`src/rtl/pb_irq_encoder5.sv`:
```
// rtl/pb_irq_encoder5.sv - five-source interrupt request encoder for KCPSM3
//
// Purpose:
//   Captures edges on five asynchronous request lines into sticky pending
//   flags. It presents the lowest-numbered pending source to the processor as
//   an interrupt with a 3-bit id, and retires that source on interrupt_ack.
//
// Parameters:
//   INVERT_MASK   - bit i = 1: req_in[i] is active-low; 0: active-high
//
// Ports:
//   clk           in   1  rising-edge clock
//   reset_n       in   1  asynchronous active-low reset
//   req_in        in   5  raw request lines, asynchronous to clk
//   enable        in   5  per-source arm; edges captured only while set
//   interrupt_ack in   1  acknowledge pulse from KCPSM3
//   interrupt     out  1  interrupt request to KCPSM3
//   irq_id        out  3  index (0..4) of the source being serviced
//   pending       out  5  sticky pending flags

module pb_irq_encoder5 #(
  parameter logic [4:0] INVERT_MASK = 5'b01111
) (
  input  logic       clk,
  input  logic       reset_n,
  input  logic [4:0] req_in,
  input  logic [4:0] enable,
  input  logic       interrupt_ack,
  output logic       interrupt,
  output logic [2:0] irq_id,
  output logic [4:0] pending
);

  typedef enum logic [1:0] {
    ST_IDLE   = 2'd0,
    ST_ASSERT = 2'd1,
    ST_GAP    = 2'd2
  } state_t;

  state_t     r_state;
  state_t     w_state_nxt;

  logic [4:0] r_s1;
  logic [4:0] r_s2;
  logic [4:0] r_s2_d;
  logic [4:0] r_pending;
  logic [2:0] r_irq_id;
  logic       r_interrupt;

  logic [4:0] w_act;
  logic [4:0] w_edge;
  logic [4:0] w_clr;
  logic [2:0] w_lowest;
  logic [2:0] w_irq_id_nxt;
  logic       w_any;

  // Normalise polarity so that 1 always means "request active".
  assign w_act  = req_in ^ INVERT_MASK;

  // Rising edge of the synchronised level, gated by the per-source arm.
  assign w_edge = r_s2 & ~r_s2_d & enable;

  assign w_any  = |r_pending;

  // Two-flop synchroniser plus one delayed copy for edge detection. Reset to
  // zero so a source already active at reset release yields exactly one edge.
  always_ff @(posedge clk or negedge reset_n) begin
    if (!reset_n) begin
      r_s1   <= '0;
      r_s2   <= '0;
      r_s2_d <= '0;
    end else begin
      r_s1   <= w_act;
      r_s2   <= r_s1;
      r_s2_d <= r_s2;
    end
  end

  // Lowest-numbered pending source has the highest priority.
  always_comb begin
    w_lowest = 3'd0;
    if (r_pending[0])      w_lowest = 3'd0;
    else if (r_pending[1]) w_lowest = 3'd1;
    else if (r_pending[2]) w_lowest = 3'd2;
    else if (r_pending[3]) w_lowest = 3'd3;
    else if (r_pending[4]) w_lowest = 3'd4;
  end

  // Next-state logic. Priority is sampled only in IDLE, so an edge arriving
  // during ASSERT waits for the following IDLE. GAP forces one low cycle
  // between back-to-back requests.
  always_comb begin
    w_state_nxt  = r_state;
    w_irq_id_nxt = r_irq_id;
    w_clr        = '0;
    case (r_state)
      ST_IDLE: begin
        if (w_any) begin
          w_state_nxt  = ST_ASSERT;
          w_irq_id_nxt = w_lowest;
        end
      end
      ST_ASSERT: begin
        if (interrupt_ack) begin
          w_state_nxt = ST_GAP;
          w_clr       = 5'b00001 << r_irq_id;
        end
      end
      ST_GAP: begin
        w_state_nxt = ST_IDLE;
      end
      default: begin
        w_state_nxt = ST_IDLE;
      end
    endcase
  end

  // interrupt is a dedicated flop, so the processor sees a glitch-free level
  // rather than a decode of the state bits.
  always_ff @(posedge clk or negedge reset_n) begin
    if (!reset_n) begin
      r_state     <= ST_IDLE;
      r_irq_id    <= 3'd0;
      r_interrupt <= 1'b0;
    end else begin
      r_state     <= w_state_nxt;
      r_irq_id    <= w_irq_id_nxt;
      r_interrupt <= (w_state_nxt == ST_ASSERT);
    end
  end

  // Set has priority over clear: a new edge on the source being acknowledged
  // in the same cycle leaves the flag set.
  always_ff @(posedge clk or negedge reset_n) begin
    if (!reset_n) begin
      r_pending <= '0;
    end else begin
      r_pending <= (r_pending & ~w_clr) | w_edge;
    end
  end

  assign interrupt = r_interrupt;
  assign irq_id    = r_irq_id;
  assign pending   = r_pending;

endmodule

```
`config.mk`:
```
export PLATFORM = sky130hd
export DESIGN_NAME = pb_irq_encoder5
export DESIGN_NICKNAME = d
export VERILOG_FILES = /design/src/rtl/pb_irq_encoder5.sv
export SDC_FILE = /design/constraint.sdc
export NUM_CORES = 1
export LEC_CHECK = 0
export BUFFER_PORTS_ARGS = -buffer_cell sky130_fd_sc_hd__buf_2
export CORE_ASPECT_RATIO = 0.8
export CORE_MARGIN = 10
export CORE_UTILIZATION = 44
export CTS_CLUSTER_DIAMETER = 50
export DETAILED_ROUTE_END_ITERATION = 7
export HOLD_SLACK_MARGIN = 0.02
export PLACE_DENSITY = 0.72
export RECOVER_POWER = 100
export REMOVE_ABC_BUFFERS = 1
export SYNTH_ARGS = -nofsm -noshare
export SYNTH_HDL_FRONTEND = slang
export SYNTH_SLANG_ARGS = --single-unit
```
`constraint.sdc`:
```
create_clock -name clk -period 1.4 [get_ports clk]
set_clock_uncertainty 0.05 [all_clocks]
set_input_delay 0.07 -clock clk [delete_from_list [all_inputs] [get_ports clk]]
set_output_delay 0.07 -clock clk [all_outputs]
set_load 0.02 [all_outputs]
```
==> metrics.md <==
| Metric | Value |
|---|---|
| Status | `completed` |
| DRC | `0` |
| Area delta synth->final | `40.5%` |
| Final net count | `120` |
| Worst setup slack for register-to-register paths | `20 ps` |
| Area occupied by multi-input gates | `214 um^2` |
| Overall track demand over capacity in global routing | `0.0892` |
| Crit path from | `pending[1]` |
| Antenna-violating nets left | `0` |
| Total power per unit cell area | `1720 mW/mm^2` |
| Final worst path period need | `1380 ps` |
| GP Congestion | `0.856` |
| Total gr overflow | `0` |
| H-tree Lvls | `1` |
| First-pass iteration count of the detailed router | `2` |
| Share of post-route cells with drive strength above 1 | `0.264` |
| Max transition margin | `0.586` |
| Number of hold violations in the final report | `0` |
| Required time of the worst setup path | `1610 ps` |
| Number of antenna violations at the first check in global routing | `0` |
| Initial DRC Count | `10` |
| Count of maximum capacitance violations | `0` |
| Clock input transition at the sequential cells of the worst setup and hold paths | `130 ps` |
| Initial Utilization | `0.462` |
| CTS tree | `built` |
| Estimated wirelength of the detail-placed design | `1270 um` |
| Number of synthesized register bits | `26` |
| Post-synthesis sequential area ratio | `0.744` |
| Total number of vias | `638` |
| Non-filler cells in the finished layout | `130` |
| Wirelength per Cell | `13.9 um` |
| Maximum clock rate | `0.723 GHz` |
| Longest Clk Path Bufs | `2` |
| Floorplan row count | `14` |
| Pin count of the biggest net entering global routing | `27` |
| Setup Crit Path Kind | `reg -> reg` |
| Instance count of the mapped netlist | `64` |
| Routed Wire Length | `1800 um` |
| Boundary Pins | `22` |
| Reg-to-reg startpoint | `pending[1]` |
| Number of sinks on the clock net | `26` |
| Warning count from the yosys run | `0` |
| Die boundary width | `69.8 um` |
| Setup repair after global routing missed its margin | `true` |
| Final hold slack | `240 ps` |
| # diodes | `0` |
| Cts bufs inserted | `3` |
| Count of buffers from port buffering | `21` |
| Static leakage power | `0.570 nW` |
| Worst-Margin Slew | `620 ps` |
| Area enclosed by the die boundary | `0.00418 mm^2` |
| Wire length of the first global-routing pass | `3060 um` |
| Share of the clock period used by the worst path after layout | `0.988` |
| Root buffer cell | `sky130_fd_sc_hd__clkbuf_4` |
| Post-placement cell count | `113` |
| Per-cell via count in the routed design | `4.91` |
| IR Drop Worst-Case VDD | `0.00110 V` |
| Number of filler cells placed in the layout | `151` |
| Max-slew violations | `0` |
| Vertical die dimension | `59.9 um` |
| Data arrival at the endpoint of the critical path | `1590 ps` |
| Max FO, Critical Path | `3` |
| Min-delay worst type | `in -> async` |
| Endpoint type of the worst setup path | `register` |
| Critical path startpoint category | `register` |
| FF+latch area | `652 um^2` |
| Average cell area after synthesis | `13.7 um^2` |
| Insertion delay to the later sink of the worst-skew pair | `310 ps` |
| Core region area | `0.00189 mm^2` |
| Final number of setup-violating endpoints | `0` |
| Distinct cells, synth | `18` |
| Via count of the first global-routing pass | `691` |
| Combined area of all synthesized cells | `875 um^2` |
[logic make-up after synthesis]
| family | synth area share |
|---|---|
| AO/OA/AOI/OAI | 0.134 |
| buffers and inverters | 0.0300 |
| flip-flops | 0.744 |
| AND/OR/NAND/NOR | 0.0916 |
[layout make-up]
| class | instances | area share |
|---|---|---|
| well taps | 24 | 0.0244 |
| clock inverters | 1 | 0.0244 |
| multi-input cells | 31 | 0.174 |
| clock buffers | 3 | 0.0183 |
| repair buffers | 38 | 0.207 |
| inverters | 7 | 0.0214 |
| flip-flops and latches | 26 | 0.531 |
[cell usage in the layout, fill, tap and decap left out]
cell type / synthesis / final
sky130_fd_sc_hd__a21oi_1: 3 / 3
sky130_fd_sc_hd__buf_2: 0 / 13
sky130_fd_sc_hd__clkbuf_1: 0 / 7
sky130_fd_sc_hd__a41o_1: 1 / 1
sky130_fd_sc_hd__a22o_1: 1 / 1
sky130_fd_sc_hd__o21ai_2: 1 / 1
sky130_fd_sc_hd__dfrtp_2: 0 / 1
sky130_fd_sc_hd__bufinv_16: 0 / 1
sky130_fd_sc_hd__o2bb2ai_1: 2 / 2
sky130_fd_sc_hd__o31ai_1: 3 / 2
sky130_fd_sc_hd__o21ai_0: 4 / 4
sky130_fd_sc_hd__o31ai_2: 0 / 1
sky130_fd_sc_hd__clkbuf_2: 0 / 1
sky130_fd_sc_hd__inv_1: 7 / 7
sky130_fd_sc_hd__or4_4: 1 / 1
sky130_fd_sc_hd__clkbuf_4: 0 / 3
sky130_fd_sc_hd__nor3_4: 0 / 1
sky130_fd_sc_hd__nand4bb_1: 1 / 1
sky130_fd_sc_hd__a211oi_1: 2 / 2
sky130_fd_sc_hd__nand4_1: 1 / 1
sky130_fd_sc_hd__buf_4: 0 / 5
sky130_fd_sc_hd__or3_1: 1 / 1
sky130_fd_sc_hd__nand2_1: 5 / 5
sky130_fd_sc_hd__dlygate4sd3_1: 0 / 12
sky130_fd_sc_hd__nor2_1: 2 / 2
sky130_fd_sc_hd__and3b_1: 1 / 1
sky130_fd_sc_hd__nor3_1: 2 / 1
sky130_fd_sc_hd__dfrtp_1: 26 / 25
[critical path: stages (launching register included)]
cell and delay (ps):
sky130_fd_sc_hd__dfrtp_1 410, sky130_fd_sc_hd__or4_4 580, sky130_fd_sc_hd__o21ai_2 150, sky130_fd_sc_hd__a22o_1 140
[layer usage]
| metal | vias to the layer above | GRT usage | share of wire |
|---|---|---|---|
| met5 | - | 0 | 0 |
| met4 | 0 | 0.0225 | 0.014 |
| met3 | 4 | 0.0464 | 0.060 |
| met2 | 25 | 0.152 | 0.47 |
| met1 | 301 | 0.0971 | 0.46 |
| li1 | 308 | - | - |
[state kept, by name, summed over array words and instances, names as in the netlist]
register / count
r_s2: 5
r_s2_d: 5
r_s1: 5
r_state: 2
pending: 5
irq_id: 3
interrupt: 1
[path summary, 6_finish.rpt]
check / cells past startpoint / endpoint
max: 3 / irq_id[1]
min: 2 / r_state[0]
max reg2reg: 3 / irq_id[1]
min reg2reg: 0 / r_s2[4]
max in group asynchronous: 2 / r_state[0]
min in group clk: 0 / r_s2[4]
[through the flow]
step	worst slack [ps]	cell area [um^2]	util	power, mW	setup TNS [ps]
2_1_floorplan	-72.2	875	-	1.30	-157
3_3_place_gp	44.0	1040	0.550	1.55	0
3_5_place_dp	14.5	1040	0.550	1.58	0
4_1_cts	45.1	1220	0.644	2.11	0
5_1_grt	-26.7	1230	0.649	2.25	-89.4
6_report	16.3	1230	0.649	2.11	0
[Yosys cell counts, drive strengths merged]
master	n	area share
o2bb2ai	2	0.020
o31ai	3	0.026
and3b	1	0.010
nand4	1	0.0072
a21oi	3	0.017
inv	7	0.030
a22o	1	0.010
nand2	5	0.021
nor2	2	0.0086
o21ai	5	0.033
a41o	1	0.011
nor3	2	0.011
or4	1	0.013
a211oi	2	0.017
or3	1	0.0072
nand4bb	1	0.013
dfrtp	26	0.74
[timing repair]
item	4_1_cts	5_1_grt
buffers inserted	0	1
gates resized for setup	1	3
hold endpoints to repair	38	0
endpoints found under the setup margin	2	4
hold buffers	12	0
pin swaps	0	0
[power breakdown]
| part | switching (mW) | internal [mW] | leakage (nW) |
|---|---|---|---|
| registers | 0.143 | 0.880 | 0.299 |
| clock network | 0.205 | 0.289 | 0.0279 |
| logic | 0.343 | 0.250 | 0.244 |
| total | 0.691 | 1.42 | 0.570 |
Power figures use the tool's default switching activity.
